## src/rtl/cpu_mc_pkg.sv

```systemverilog
// -----------------------------------------------------------------------------
// cpu_mc_pkg
// Shared definitions for the multi-cycle processor core:
//   - opcode constants (OP [31:24] of the 32-bit instruction word)
//   - FSM state encoding
//   - ALU operation select and branch condition select codes
//   - clog2 helper used for register address widths
// The shift opcodes are defined here unconditionally. They are only decoded as
// legal when the core is built with CPU_SHIFT_EN.
// -----------------------------------------------------------------------------
package cpu_mc_pkg;

    localparam logic [7:0] OP_LOADI = 8'h00;
    localparam logic [7:0] OP_MOV   = 8'h01;
    localparam logic [7:0] OP_ADD   = 8'h02;
    localparam logic [7:0] OP_SUB   = 8'h03;
    localparam logic [7:0] OP_AND   = 8'h04;
    localparam logic [7:0] OP_OR    = 8'h05;
    localparam logic [7:0] OP_J     = 8'h06;
    localparam logic [7:0] OP_BEQ   = 8'h07;
    localparam logic [7:0] OP_BNE   = 8'h08;
    localparam logic [7:0] OP_SLL   = 8'h09;
    localparam logic [7:0] OP_SRL   = 8'h0A;

    typedef enum logic [2:0] {
        ST_FETCH  = 3'd0,
        ST_DECODE = 3'd1,
        ST_EXEC   = 3'd2,
        ST_WB     = 3'd3,
        ST_HALT   = 3'd4
    } state_e;

    typedef enum logic [3:0] {
        ALU_IMM  = 4'd0,   // pass sign-extended immediate
        ALU_MOVB = 4'd1,   // pass operand B
        ALU_ADD  = 4'd2,
        ALU_SUB  = 4'd3,
        ALU_AND  = 4'd4,
        ALU_OR   = 4'd5,
        ALU_SLL  = 4'd6,
        ALU_SRL  = 4'd7,
        ALU_NOP  = 4'd8    // branches and jumps: no result used
    } alu_sel_e;

    typedef enum logic [1:0] {
        BR_NONE   = 2'd0,
        BR_ALWAYS = 2'd1,
        BR_EQ     = 2'd2,
        BR_NE     = 2'd3
    } br_sel_e;

    // Smallest n with 2**n >= value (value >= 1).
    function automatic int clog2(input int value);
        int result;
        result = 0;
        for (int i = 0; i < 31; i++) begin
            if ((32'sd1 <<< i) < value) begin
                result = i + 1;
            end else begin
                result = result;
            end
        end
        return result;
    endfunction

endpackage

```

## src/rtl/cpu_regfile_p.sv

```systemverilog
// -----------------------------------------------------------------------------
// cpu_regfile_p
// General register file for cpu_mc_core.
//   CLK       in   clock, rising edge
//   RESET     in   asynchronous active-low clear of every register
//   rd1_addr  in   read port 1 address   -> rd1_data (combinational)
//   rd2_addr  in   read port 2 address   -> rd2_data (combinational)
//   dbg_addr  in   debug read address    -> dbg_data (combinational)
//   wr_en     in   write enable, sampled on rising CLK
//   wr_addr   in   write address
//   wr_data   in   write data
// -----------------------------------------------------------------------------
module cpu_regfile_p
    import cpu_mc_pkg::*;
#(
    parameter int DATA_W    = 8,
    parameter int REG_COUNT = 8
) (
    input  logic                        CLK,
    input  logic                        RESET,
    input  logic [clog2(REG_COUNT)-1:0] rd1_addr,
    output logic [DATA_W-1:0]           rd1_data,
    input  logic [clog2(REG_COUNT)-1:0] rd2_addr,
    output logic [DATA_W-1:0]           rd2_data,
    input  logic [clog2(REG_COUNT)-1:0] dbg_addr,
    output logic [DATA_W-1:0]           dbg_data,
    input  logic                        wr_en,
    input  logic [clog2(REG_COUNT)-1:0] wr_addr,
    input  logic [DATA_W-1:0]           wr_data
);

    logic [DATA_W-1:0] regs_r [REG_COUNT];

    // Register storage: cleared on reset, single synchronous write port.
    always_ff @(posedge CLK or negedge RESET) begin
        if (!RESET) begin
            for (int i = 0; i < REG_COUNT; i++) begin
                regs_r[i] <= {DATA_W{1'b0}};
            end
        end else if (wr_en) begin
            regs_r[wr_addr] <= wr_data;
        end
    end

    // REG_COUNT is a power of two, so every address is in range.
    assign rd1_data = regs_r[rd1_addr];
    assign rd2_data = regs_r[rd2_addr];
    assign dbg_data = regs_r[dbg_addr];

endmodule

```

## src/rtl/cpu_mc_core.sv

```systemverilog
// -----------------------------------------------------------------------------
// cpu_mc_core
// Multi-cycle processor core: FETCH -> DECODE -> EXEC -> WB, plus a terminal
// HALT state entered on an illegal opcode (left only through RESET).
// Instruction word: OP[31:24] DEST/OFFSET[23:16] RS1[15:8] RS2/IMM[7:0].
//
// Ports:
//   CLK            in   clock, rising edge
//   RESET          in   asynchronous active-low reset
//   PC             out  current instruction address
//   IMEM_READ      out  instruction read request
//   IMEM_BUSYWAIT  in   high while INSTRUCTION is not yet valid
//   INSTRUCTION    in   fetched instruction word
//   RETIRED        out  one-cycle pulse after an instruction completes
//   HALTED         out  high after an illegal opcode until reset
//   DBG_ADDR       in   debug register select
//   DBG_DATA       out  combinational read of register DBG_ADDR
//
// Build option: CPU_SHIFT_EN enables opcodes 0x09 (sll) and 0x0A (srl);
// without it those opcodes halt the core.
// -----------------------------------------------------------------------------
module cpu_mc_core
    import cpu_mc_pkg::*;
#(
    parameter int          DATA_W    = 8,
    parameter int          REG_COUNT = 8,
    parameter logic [31:0] RESET_PC  = 32'h0000_0000
) (
    input  logic                        CLK,
    input  logic                        RESET,
    output logic [31:0]                 PC,
    output logic                        IMEM_READ,
    input  logic                        IMEM_BUSYWAIT,
    input  logic [31:0]                 INSTRUCTION,
    output logic                        RETIRED,
    output logic                        HALTED,
    input  logic [clog2(REG_COUNT)-1:0] DBG_ADDR,
    output logic [DATA_W-1:0]           DBG_DATA
);

    localparam int RA_W = clog2(REG_COUNT);

    state_e            state_r;
    state_e            state_s;
    logic [31:0]       pc_r;
    logic [31:0]       ir_r;
    logic              imem_read_r;
    logic              retired_r;
    logic              halted_r;

    logic [DATA_W-1:0] opa_r;
    logic [DATA_W-1:0] opb_r;
    logic [DATA_W-1:0] imm_r;
    alu_sel_e          alu_sel_r;
    br_sel_e           br_sel_r;
    logic              wen_r;

    logic [DATA_W-1:0] result_r;
    logic              taken_r;
    logic [31:0]       target_r;

    logic [RA_W-1:0]   rs1_s;
    logic [RA_W-1:0]   rs2_s;
    logic [RA_W-1:0]   dest_s;
    logic [DATA_W-1:0] rd1_data_s;
    logic [DATA_W-1:0] rd2_data_s;
    logic [DATA_W-1:0] imm_s;
    logic              fetch_ok_s;
    logic              rf_wen_s;

    alu_sel_e          dec_alu_s;
    br_sel_e           dec_br_s;
    logic              dec_wen_s;
    logic              dec_legal_s;

    logic [DATA_W-1:0] diff_s;
    logic              zero_s;
    logic [DATA_W-1:0] alu_res_s;
    logic              taken_s;
    logic [31:0]       target_s;
    logic [31:0]       pc_plus4_s;

    // Register fields use only their low RA_W bits; the rest are ignored.
    assign rs1_s  = RA_W'(ir_r[15:8]);
    assign rs2_s  = RA_W'(ir_r[7:0]);
    assign dest_s = RA_W'(ir_r[23:16]);
    assign imm_s  = DATA_W'($signed(ir_r[7:0]));

    // The instruction is only taken once the request has been visible for a cycle.
    assign fetch_ok_s = imem_read_r && !IMEM_BUSYWAIT;
    assign rf_wen_s   = (state_r == ST_WB) && wen_r;
    assign pc_plus4_s = pc_r + 32'd4;

    cpu_regfile_p #(
        .DATA_W    (DATA_W),
        .REG_COUNT (REG_COUNT)
    ) u_regfile (
        .CLK      (CLK),
        .RESET    (RESET),
        .rd1_addr (rs1_s),
        .rd1_data (rd1_data_s),
        .rd2_addr (rs2_s),
        .rd2_data (rd2_data_s),
        .dbg_addr (DBG_ADDR),
        .dbg_data (DBG_DATA),
        .wr_en    (rf_wen_s),
        .wr_addr  (dest_s),
        .wr_data  (result_r)
    );

    // Opcode decode into ALU select, branch condition and write enable.
    always_comb begin
        dec_alu_s   = ALU_NOP;
        dec_br_s    = BR_NONE;
        dec_wen_s   = 1'b0;
        dec_legal_s = 1'b1;
        case (ir_r[31:24])
            OP_LOADI: begin dec_alu_s = ALU_IMM;  dec_wen_s = 1'b1; end
            OP_MOV:   begin dec_alu_s = ALU_MOVB; dec_wen_s = 1'b1; end
            OP_ADD:   begin dec_alu_s = ALU_ADD;  dec_wen_s = 1'b1; end
            OP_SUB:   begin dec_alu_s = ALU_SUB;  dec_wen_s = 1'b1; end
            OP_AND:   begin dec_alu_s = ALU_AND;  dec_wen_s = 1'b1; end
            OP_OR:    begin dec_alu_s = ALU_OR;   dec_wen_s = 1'b1; end
            OP_J:     dec_br_s = BR_ALWAYS;
            OP_BEQ:   dec_br_s = BR_EQ;
            OP_BNE:   dec_br_s = BR_NE;
`ifdef CPU_SHIFT_EN
            OP_SLL:   begin dec_alu_s = ALU_SLL;  dec_wen_s = 1'b1; end
            OP_SRL:   begin dec_alu_s = ALU_SRL;  dec_wen_s = 1'b1; end
`endif
            default:  dec_legal_s = 1'b0;
        endcase
    end

    // ALU, zero flag and branch target; all arithmetic wraps at its width.
    always_comb begin
        diff_s    = opa_r - opb_r;
        zero_s    = (diff_s == {DATA_W{1'b0}});
        alu_res_s = {DATA_W{1'b0}};
        case (alu_sel_r)
            ALU_IMM:  alu_res_s = imm_r;
            ALU_MOVB: alu_res_s = opb_r;
            ALU_ADD:  alu_res_s = opa_r + opb_r;
            ALU_SUB:  alu_res_s = diff_s;
            ALU_AND:  alu_res_s = opa_r & opb_r;
            ALU_OR:   alu_res_s = opa_r | opb_r;
`ifdef CPU_SHIFT_EN
            // Shift amount is IMM[4:0]; amounts of DATA_W or more yield zero.
            ALU_SLL:  begin
                if ({1'b0, imm_r[4:0]} >= 6'(DATA_W)) begin
                    alu_res_s = {DATA_W{1'b0}};
                end else begin
                    alu_res_s = opa_r << imm_r[4:0];
                end
            end
            ALU_SRL:  begin
                if ({1'b0, imm_r[4:0]} >= 6'(DATA_W)) begin
                    alu_res_s = {DATA_W{1'b0}};
                end else begin
                    alu_res_s = opa_r >> imm_r[4:0];
                end
            end
`endif
            default:  alu_res_s = {DATA_W{1'b0}};
        endcase
        case (br_sel_r)
            BR_ALWAYS: taken_s = 1'b1;
            BR_EQ:     taken_s = zero_s;
            BR_NE:     taken_s = !zero_s;
            default:   taken_s = 1'b0;
        endcase
        target_s = pc_plus4_s + (32'($signed(ir_r[23:16])) << 5'd2);
    end

    // Next-state logic.
    always_comb begin
        state_s = state_r;
        case (state_r)
            ST_FETCH: begin
                if (fetch_ok_s) begin
                    state_s = ST_DECODE;
                end else begin
                    state_s = ST_FETCH;
                end
            end
            ST_DECODE: begin
                if (dec_legal_s) begin
                    state_s = ST_EXEC;
                end else begin
                    state_s = ST_HALT;
                end
            end
            ST_EXEC:  state_s = ST_WB;
            ST_WB:    state_s = ST_FETCH;
            ST_HALT:  state_s = ST_HALT;
            default:  state_s = ST_HALT;
        endcase
    end

    // State register.
    always_ff @(posedge CLK or negedge RESET) begin
        if (!RESET) begin
            state_r <= ST_FETCH;
        end else begin
            state_r <= state_s;
        end
    end

    // Datapath registers and registered outputs.
    always_ff @(posedge CLK or negedge RESET) begin
        if (!RESET) begin
            pc_r        <= RESET_PC;
            ir_r        <= 32'h0000_0000;
            imem_read_r <= 1'b0;
            retired_r   <= 1'b0;
            halted_r    <= 1'b0;
            opa_r       <= {DATA_W{1'b0}};
            opb_r       <= {DATA_W{1'b0}};
            imm_r       <= {DATA_W{1'b0}};
            alu_sel_r   <= ALU_NOP;
            br_sel_r    <= BR_NONE;
            wen_r       <= 1'b0;
            result_r    <= {DATA_W{1'b0}};
            taken_r     <= 1'b0;
            target_r    <= 32'h0000_0000;
        end else begin
            // Request stays up for as long as we are (or are about to be) fetching.
            imem_read_r <= (state_s == ST_FETCH);
            retired_r   <= (state_r == ST_WB);
            halted_r    <= (state_s == ST_HALT);
            case (state_r)
                ST_FETCH: begin
                    if (fetch_ok_s) begin
                        ir_r <= INSTRUCTION;
                    end
                end
                ST_DECODE: begin
                    opa_r     <= rd1_data_s;
                    opb_r     <= rd2_data_s;
                    imm_r     <= imm_s;
                    alu_sel_r <= dec_alu_s;
                    br_sel_r  <= dec_br_s;
                    wen_r     <= dec_wen_s;
                end
                ST_EXEC: begin
                    result_r <= alu_res_s;
                    taken_r  <= taken_s;
                    target_r <= target_s;
                end
                ST_WB: begin
                    if (taken_r) begin
                        pc_r <= target_r;
                    end else begin
                        pc_r <= pc_plus4_s;
                    end
                end
                default: begin
                    pc_r <= pc_r;
                end
            endcase
        end
    end

    assign PC        = pc_r;
    assign IMEM_READ = imem_read_r;
    assign RETIRED   = retired_r;
    assign HALTED    = halted_r;

endmodule

```

## config.mk

```make
export PLATFORM = sky130hd
export DESIGN_NAME = cpu_mc_core
export DESIGN_NICKNAME = d
export VERILOG_FILES = /design/src/rtl/cpu_mc_pkg.sv /design/src/rtl/cpu_regfile_p.sv /design/src/rtl/cpu_mc_core.sv
export SDC_FILE = /design/constraint.sdc
export NUM_CORES = 1
export LEC_CHECK = 0
export BUFFER_PORTS_ARGS = -buffer_cell sky130_fd_sc_hd__buf_2
export CAP_MARGIN = 40
export CORE_MARGIN = 4
export CORE_UTILIZATION = 45
export DETAILED_ROUTE_END_ITERATION = 6
export SYNTH_ARGS = -nofsm -noshare
export SYNTH_HDL_FRONTEND = slang
export SYNTH_SLANG_ARGS = --single-unit
```

## constraint.sdc

```tcl
create_clock -name CLK -period 3.5 [get_ports CLK]
set_input_delay 0.175 -clock CLK [delete_from_list [all_inputs] [get_ports CLK]]
set_output_delay 0.175 -clock CLK [all_outputs]
set_load 0.01 [all_outputs]
```

==> impl_results.md, run 1 <==
* CP arrival at 3.73 ns
* Seq/Total Area, Yosys at 40.2%
* Starting Density at 46.1%
* Critical path launch point type: flop
* Sw Share at 32.1%
* Hold Vio Cnt, Final at 0
* Syn Inst Count at 1195
* Remaining Overflow, GRT at 0
* Cell internal pwr at 5.06 mW
* Routed Antenna Nets at 0
* Setup Crit Path Kind: flop to flop
* Total GRT Usage at 21.0%
* Worst skew pair latency at 0.53 ns
* First-pass GRT wire length at 52500 um
* Unrepaired setup endpoints after global routing: true
* Max Cap Viol at 0
* Crit path buf inv count at 0
* Min-delay worst type: input port to async pin
* CP endpoint kind: flop
* Synthesized cell area at 12500 um^2
* Clock root cell: clkbuf_16
* Yosys warns at 0
* Clock Path Buffers at 3
* Syn nets at 1296
* Psw at 2.39 mW
* Most frequent CP cell: xor2_1
* TritonCTS buffer count at 25
* DR WL/cell at 18.6 um
* Clock sinks at 201
* Die width at 175 um
* Vias at 9515
* # nets final at 1421
* Final number of setup-violating endpoints at 0
* Antenna fix cells at 0
* 1st-iter DRT viols at 591
* Crit path max fanout at 6
* Critical path cell sequence: nand4_1, or3_1, nor2_2, and3_1, xor2_1, ha_1, nand2_1, nor2_1, a221oi_1, o21ai_2, a21oi_2, xor2_1, o21ai_0
* Fmax at 0.299 GHz
* Die area at 30600 um^2
* Total power at 7.45 mW
* Slowest stage delay, CP at 0.46 ns
* Seq cells post-synth at 201
* Lkg Pwr at 6.70 nW
* Routability Congestion at 0.855
* DRC Markers at 0
* Final WS setup at 0.157 ns
* Vias in the first global route at 9676
* Run status: complete, no violations
* Final min period at 3.34 ns
* DIE HEIGHT at 175 um
* Layout area overhead at 17.9%
* Worst-Margin Slew at 0.940 ns
* Cell at the slowest stage of the critical path: or3_1
* Post-synth EDFFs at 0
* Seq pwr share at 42.0%
* Skew final at 0.0128 ns
* Dpl hpwl at 22500 um
* Post-place setup slack at 0.0437 ns
* Pin count of the biggest net entering global routing at 87
* Clock power share at 33.2%
* Final WL at 31900 um
* Drt first pass iters at 5
* Slew headroom at 37.3%
* CTS tree: done
* Max Transition Viols Final at 0
* Power per cell area at 505 nW/um^2
* Initial antenna violation count at 0
* CP delay by family, top: simple AND/OR/NAND/NOR gates
* Post-synthesis cell type count at 67
* Worst path required time at 3.89 ns
* CTS clk-pin slew, worst paths at 0.06 ns
* # H-tree levels at 1
* Dpl cells at 1636
* Final period util at 95.5%
* Dominant synthesized flop cell: dfrtp_1
* Share of layout cells above drive strength 1 at 26.7%
* Async S/R FF share, synth at 100%
* Via-per-instance ratio at 5.56
* Fillers at 2451
* Row cnt at 60
* VDD IR max at 0.357 mV
* Mean Syn Cell Area at 10.5 um^2
* Port Buffers at 75
* IO Pins at 81
* Non-Filler Instances at 1710
* Core area at 27200 um^2
* Logic pwr share at 24.8%
-- repair_timing --
action | in CTS | in global routing
hold endpoints to repair | 110 | 0
buffers inserted | 0 | 1
gates resized for setup | 0 | 11
setup endpoints to repair | 0 | 12
hold buffers | 28 | 0
-- stage by stage --
stage | TNS (ns) | area, um^2 | hold WS (ns) | utilization [%]
finish | 0 | 14800 | 0.272 | 54.3
detailed placement | 0 | 13600 | 0.284 | 50.2
CTS | 0 | 14700 | 0.294 | 54.1
global placement | 0 | 13500 | 0.278 | 49.8
floorplan | 0 | 12500 | -0.121 | -
global route | -0.0745 | 14800 | 0.332 | 54.3
-- cell type report --
| class | count | area (um^2) | share of cell area (%) |
|---|---|---|---|
| Clock buffer | 38 | 724 | 4.91 |
| Timing Repair Buffer | 163 | 1190 | 8.04 |
| Sequential cell | 201 | 5030 | 34.1 |
| Tap cell | 372 | 465 | 3.15 |
| Inverter | 34 | 128 | 0.864 |
| Clock inverter | 7 | 67.6 | 0.458 |
| Multi-Input combinational cell | 895 | 7160 | 48.5 |
-- final timing paths --
path | startpoint | endpoint | slack [ns] | depth (start not counted)
max | PC[7] | target_r[26] | 0.16 | 13
min | RESET | ir_r[5] | 0.27 | 2
max reg2reg | PC[7] | target_r[26] | 0.16 | 13
min reg2reg | ir_r[5] | imm_r[5] | 0.47 | 2
max in group asynchronous | RESET | alu_sel_r[3] | 2.25 | 3
min in group CLK | INSTRUCTION[22] | ir_r[22] | 0.41 | 3
-- per-layer routing --
layer	vias up	track usage (%)	share of wire [%]
met5	-	0	0
met4	0	5.43	2.4
met3	52	2.38	3.8
met2	191	33.8	46
met1	4687	30.5	48
li1	4585	-	-
-- cells by family after synthesis --
logic type               Yosys count  share of synthesized area (%)
multiplexers                     189                           21.5
adder cells (fa/ha/maj)           63                           6.47
XOR/XNOR                          66                           4.67
buffers and inverters             99                           3.08
flip-flops                       201                           40.2
AND/OR/NAND/NOR                  323                           12.2
AO/OA/AOI/OAI                    254                           11.9
-- cell usage in the layout, fill, tap and decap left out, types with 18 or more instances in the layout --
cell and n:
mux4_2 54, mux2i_1 34, ha_1 60, mux2_2 101, clkbuf_16 25, inv_1 33, nor3_1 21, nor2_1 60
xnor2_1 29, buf_4 54, dfrtp_1 197, xor2_1 34, buf_2 74, nand2_1 155, a22oi_1 18, a21oi_1 56
o21ai_0 110, dlygate4sd3_1 28
-- sequential cells by signal, indices dropped and copies added, names as in the netlist --
name / cells
result_r: 8
br_sel_r: 2
u_regfile.regs_r: 64
ir_r: 27
state_r: 3
RETIRED: 1
alu_sel_r: 4
wen_r: 1
IMEM_READ: 1
opa_r: 8
PC: 32
HALTED: 1
opb_r: 8
imm_r: 8
target_r: 32
taken_r: 1
-- power groups by stage --
stage / Clock (mW) / Sequential [mW] / Combinational (mW)
after detailed placement: 0 / 3.16 / 1.83
after global routing: 2.64 / 3.19 / 2.06
after global placement: 0 / 3.24 / 1.65
after floorplan: 0 / 2.87 / 1.49
final: 2.47 / 3.13 / 1.85
after CTS: 2.54 / 3.13 / 1.86
-- cells in the mapped netlist, types with 5 or more instances --
master	n	share of area, %
dfrtp_1	200	40
nand2_1	156	4.7
o21ai_0	110	4.4
mux2_2	101	9.1
nor2_1	62	1.9
ha_1	60	6.0
a21oi_1	58	2.3
mux4_2	54	9.7
clkbuf_1	45	1.3
mux2i_1	34	2.7
xor2_1	34	2.4
inv_1	33	0.99
xnor2_1	31	2.2
nor3_1	21	0.84
a22oi_1	18	1.1
a21o_1	15	0.90
nand3_1	14	0.56
buf_1	13	0.39
nand4_1	11	0.55
and3_1	8	0.40
o21bai_1	8	0.48
a31oi_1	6	0.30
nand2b_1	6	0.30
nor2b_1	6	0.30
nor3b_1	5	0.30
o31ai_1	5	0.30
Note: power is estimated with default switching activity, not from simulation.
==> run 2: changes to the inputs <==
BUFFER_PORTS_ARGS = -buffer_cell sky130_fd_sc_hd__buf_4   (was -buffer_cell sky130_fd_sc_hd__buf_2)
==> impl_results.md, run 2 (same netlist as run 1, synthesis figures left out) <==
* First-pass GRT wire length at 51200 um (-2.3%)
* Fillers at 2441 (-0.41%)
* Clock root cell: clkbuf_16
* Run status: complete, no violations
* Worst skew pair latency at 0.52 ns (about the same)
* # H-tree levels at 1 (unchanged)
* FF-to-FF setup slack at 0.18 ns (+0.02 ns)
* Routability Congestion at 0.853 (-0.26%)
* Starting Density at 46.1% (unchanged)
* Skew final at 0.0167 ns (+0.00384 ns)
* CP endpoint kind: flop
* Reg area at 5040 um^2 (about the same)
* Hold Vio Cnt, Final at 0 (unchanged)
* DR WL/cell at 18.6 um (about the same)
* Power per cell area at 505 nW/um^2 (about the same)
* CP arrival at 3.77 ns (+0.04 ns)
* Worst-Margin Slew at 0.908 ns (-0.0319 ns)
* Vias in the first global route at 9372 (-3.1%)
* Top reg by flops: u_regfile.regs_r
* Setup Crit Path Kind: flop to flop
* Die area at 30600 um^2 (unchanged)
* Final WL at 31800 um (-0.30%)
* Final number of setup-violating endpoints at 0 (unchanged)
* Multi-input logic area at 7220 um^2 (+0.93%)
* Clock sinks at 201 (unchanged)
* Final WS setup at 0.182 ns (+0.0245 ns)
* IO Pins at 81 (unchanged)
* Drt first pass iters at 5 (unchanged)
* VDD IR max at 0.407 mV (+14%)
* DRC Markers at 0 (unchanged)
* Most common cell after layout, fill and taps aside: dfrtp_1
* TritonCTS buffer count at 24 (-4.0%)
* Max Transition Viols Final at 0 (unchanged)
* Max reg flops at 64 (unchanged)
* DIE HEIGHT at 175 um (unchanged)
* Share of layout cells above drive strength 1 at 27.5% (+0.83 points)
* CTS clk-pin slew, worst paths at 0.06 ns (about the same)
* Via-per-instance ratio at 5.56 (about the same)
* Vias at 9492 (-0.24%)
* Fmax at 0.301 GHz (+0.74%)
* Crit path max fanout at 6 (unchanged)
* Final period util at 94.8% (-0.70 points)
* Antenna fix cells at 0 (unchanged)
* Row cnt at 60 (unchanged)
* Non-Filler Instances at 1706 (-0.23%)
* Die width at 175 um (unchanged)
* Final min period at 3.32 ns (-0.0245 ns)
* Lkg Pwr at 6.78 nW (+1.1%)
* Setup Fix Bufs, Post-CTS at 0 (unchanged)
* Post-place setup slack at 0.0470 ns (+0.00328 ns)
* Min-delay worst type: input port to async pin
* Slew headroom at 39.5% (+2.1 points)
* Critical path launch point type: flop
* Dpl hpwl at 22200 um (-1.3%)
* Initial antenna violation count at 0 (unchanged)
* Routed Antenna Nets at 0 (unchanged)
* Clock Path Buffers at 3 (unchanged)
* Unrepaired setup endpoints after global routing: true
* Worst path required time at 3.95 ns (+0.06 ns)
* Port Buffers at 75 (unchanged)
* Layout area overhead at 20.1%
* Pin count of the biggest net entering global routing at 107 (+23%)
* 1st-iter DRT viols at 635 (+7.4%)
* Remaining Overflow, GRT at 0 (unchanged)
* Core area at 27200 um^2 (unchanged)
* # nets final at 1420 (-0.070%)
* Sum Neg Setup Slack at 0 ns (unchanged)
* Max Cap Viol at 0 (unchanged)
* CTS tree: done
* Commonest non-fill, non-tap cells in the layout: dfrtp_1, nand2_1, buf_4
* Dpl cells at 1637 (+0.061%)
* Total GRT Usage at 20.7% (-0.33 points)
run 2: cell types whose count changed in the layout (fill, tap and decap cells not counted), moves of 3 or more:
cell	before	now
clkbuf_1	8	4
buf_2	74	0
clkbuf_8	6	2
bufinv_16	1	4
buf_4	54	129
run 2: final timing paths:
check,start,endpoint,cells past startpoint
min in group CLK,INSTRUCTION[1],ir_r[1],3
hold reg to reg,ir_r[6],imm_r[6],2
setup / recovery,PC[7],target_r[30],13
max in group asynchronous,RESET,ir_r[18],4
hold / removal,RESET,ir_r[4],3
setup reg to reg,PC[7],target_r[30],13
run 2: cell type report:
| cell class | instances | share of cell area [%] |
|---|---|---|
| multi-input combinational | 895 | 48.0 |
| sequential | 201 | 33.5 |
| timing repair buffer | 163 | 9.15 |
| clock buffer | 30 | 4.35 |
| tap | 372 | 3.09 |
| clock inverter | 11 | 1.09 |
| inverter | 34 | 0.848 |
run 2: repair_timing:
action                                  in CTS  in global routing
hold buffers                                28                  0
hold endpoints to repair                   130                  0
gates resized for setup                      0                 25
endpoints found under the setup margin       0                 12
run 2: worst max-delay path: stages, from the launching register on:
cell	delay [ns]
dfrtp_1	0.42
nand4_1	0.17
or3_1	0.44
nor2_2	0.17
and3_1	0.24
xor2_1	0.10
ha_1	0.43
nand2_1	0.13
nor2_1	0.18
nand3b_1	0.12
o21ai_2	0.23
a21oi_2	0.12
or4_1	0.41
nand3_1	0.09
run 2: stage by stage:
step                      total power, mW  utilization [%]  hold slack (ns)  instance area (um^2)
after global placement               4.91             50.5            0.348                 13700
after floorplan                      4.36                -           -0.121                 12500
after CTS                            7.67             54.9            0.307                 14900
final                                7.59             55.4            0.270                 15000
after global routing                 8.05             55.4            0.312                 15000
after detailed placement             5.02             50.9            0.297                 13800
run 2: report_power, final:
part	internal [mW]	total, mW	leakage (nW)	switching [mW]
Sequential	2.64	3.12	2.71	0.487
Combinational	0.951	1.89	3.67	0.935
Clock	1.61	2.58	0.397	0.970
Total	5.20	7.59	6.78	2.39
run 2: metal layers:
metal	global-route usage, %	wire (um)
met5	0	0
met4	4.09	572
met3	2.14	1440
met2	33.0	14500
met1	31.0	15200
==> run 3: changes to the inputs <==
BUFFER_PORTS_ARGS = -buffer_cell sky130_fd_sc_hd__clkbuf_2   (was -buffer_cell sky130_fd_sc_hd__buf_4)
==> impl_results.md, run 3 (same netlist as run 1, synthesis figures left out) <==
* Run status: complete, no violations
* Post-place setup slack at 0.115 ns (+0.0684 ns)
* Port Buffers at 75 (unchanged)
* Critical path launch point type: flop
* Most common cell after layout, fill and taps aside: dfrtp_1
* Lkg Pwr at 6.75 nW (-0.39%)
* Via-per-instance ratio at 5.55 (-0.24%)
* Final period util at 93.5% (-1.3 points)
* Die width at 175 um (unchanged)
* R2R depth at 13 (unchanged)
* Fillers at 2428 (-0.53%)
* FF-to-FF setup slack at 0.23 ns (+0.05 ns)
* IO Pins at 81 (unchanged)
* # nets final at 1424 (+0.28%)
* Core area at 27200 um^2 (unchanged)
* Vias at 9508 (+0.17%)
* Vias in the first global route at 9380 (+0.085%)
* Initial antenna violation count at 0 (unchanged)
* Layout area overhead at 18.7%
* Final number of setup-violating endpoints at 0 (unchanged)
* DR WL/cell at 18.7 um (+0.53%)
* Clock sinks at 201 (unchanged)
* TritonCTS buffer count at 25 (+4.2%)
* Slowest stage delay, CP at 0.49 ns (+0.05 ns)
* CTS tree: done
* Worst path required time at 3.88 ns (-0.07 ns)
* Max reg flops at 64 (unchanged)
* Row cnt at 60 (unchanged)
* Share of layout cells above drive strength 1 at 27.4% (-0.14 points)
* Final WL at 32100 um (+0.94%)
* Cell at the slowest stage of the critical path: or4_1
* Worst skew pair latency at 0.52 ns (about the same)
* # H-tree levels at 1 (unchanged)
* Routed Antenna Nets at 0 (unchanged)
* Clock root cell: clkbuf_16
* 1st-iter DRT viols at 596 (-6.1%)
* Worst setup startpoint: PC[2]
* Total GRT Usage at 20.9% (+0.19 points)
* Skew final at 0.00683 ns (-0.00985 ns)
* Fmax at 0.306 GHz (+1.4%)
* Final WS setup at 0.227 ns (+0.0459 ns)
* Drt first pass iters at 5 (unchanged)
* RR Endpoint: target_r[25]
* Dpl hpwl at 22400 um (+0.94%)
* Total power at 7.57 mW (-0.24%)
* Pin count of the biggest net entering global routing at 89 (-17%)
* Top reg by flops: u_regfile.regs_r
* Antenna fix cells at 0 (unchanged)
* CP endpoint kind: flop
* Critical path cell sequence: buf_12, ha_1, nand2_1, or4_1, xnor2_2, ha_1, a21oi_1, o21ai_0, a21oi_1, o21ai_0, a21oi_1, xor2_1, o21ai_0
* VDD IR max at 0.376 mV (-7.6%)
* Routability Congestion at 0.859 (+0.73%)
* Slew headroom at 39.5% (about the same)
* Max Cap Viol at 0 (unchanged)
* First-pass GRT wire length at 51900 um (+1.2%)
* CP endpoint: target_r[25]
* Critical R2R Launch: PC[2]
* Clock Path Buffers at 3 (unchanged)
* Remaining Overflow, GRT at 0 (unchanged)
* CTS clk-pin slew, worst paths at 0.06 ns (about the same)
* Min-delay worst type: input port to async pin
* DIE HEIGHT at 175 um (unchanged)
* DRC Markers at 0 (unchanged)
* Final min period at 3.27 ns (-0.0459 ns)
* CP arrival at 3.65 ns (-0.12 ns)
* Setup Crit Path Kind: flop to flop
* Hold Vio Cnt, Final at 0 (unchanged)
* Commonest non-fill, non-tap cells in the layout: dfrtp_1, nand2_1, o21ai_0
* Starting Density at 46.1% (unchanged)
* Max Transition Viols Final at 0 (unchanged)
* Die area at 30600 um^2 (unchanged)
* Worst-Margin Slew at 0.903 ns (-0.00521 ns)
* Power per cell area at 509 nW/um^2 (+0.94%)
* Crit path max fanout at 4 (-2)
## run 3: cell types whose count changed in the layout (fill, tap and decap cells not counted), moves of 2 or more
cell	before	now
clkbuf_2	0	74
clkbuf_8	2	6
bufinv_16	4	2
buf_4	129	57
clkbuf_1	4	9
ha_1	58	60
## run 3: worst min-delay path by stage
stage / endpoint / slack [ns] / cells after the start
finish: imm_r[4] / 0.26 / 2
global route: imm_r[5] / 0.34 / 2
CTS: ir_r[4] / 0.31 / 2
detailed placement: ir_r[4] / 0.29 / 1
global placement: imm_r[4] / 0.29 / 1
floorplan: HALTED / -0.12 / 0
## run 3: critical path, delay by kind of cell, from the launching register on
kind / cells / cell delay [ns]
AOI/OAI and AO/OA: 6 / 1.03
and+or+nand+nor: 2 / 0.66
xor gates and xnor gates: 2 / 0.46
adders and majority gates: 2 / 0.44
DFF: 1 / 0.41
buffers and inverters: 1 / 0.12
## run 3: what timing repair did
action / in CTS / in global routing
endpoints found under the hold margin: 111 / 0
hold buffers: 28 / 0
endpoints found under the setup margin: 0 / 11
buffers inserted: 0 / 1
gates resized for setup: 0 / 23
## run 3: where the power goes
group | switching (mW) | internal (mW)
registers | 0.478 | 2.64
logic | 0.945 | 0.950
clock network | 0.997 | 1.57
## run 3: layer usage
layer | vias to the layer above | wire length (um) | track usage [%]
li1 | 4591 | - | -
met1 | 4745 | 15800 | 31.1
met2 | 145 | 14800 | 33.6
met3 | 27 | 1110 | 2.47
met4 | 0 | 346 | 3.14
met5 | - | 0 | 0
## run 3: metrics by stage
step	utilization [%]	setup TNS (ns)	instances	instance area, um^2	hold WS [ns]
floorplan	-	0	1195	12500	-0.121
global placement	49.9	0	1634	13600	0.295
detailed placement	50.3	0	1639	13700	0.294
CTS	54.3	0	1712	14800	0.310
global route	54.7	-0.0882	1713	14900	0.337
finish	54.7	0	1713	14900	0.257
## run 3: cell type report
class	count	area, um^2	share of cell area [%]
clock buffers	39	728	4.90
inverters	34	128	0.858
flip-flops and latches	201	5030	33.9
clock inverters	6	82.6	0.555
multi-input cells	895	7210	48.5
well taps	372	465	3.13
repair buffers	166	1230	8.25
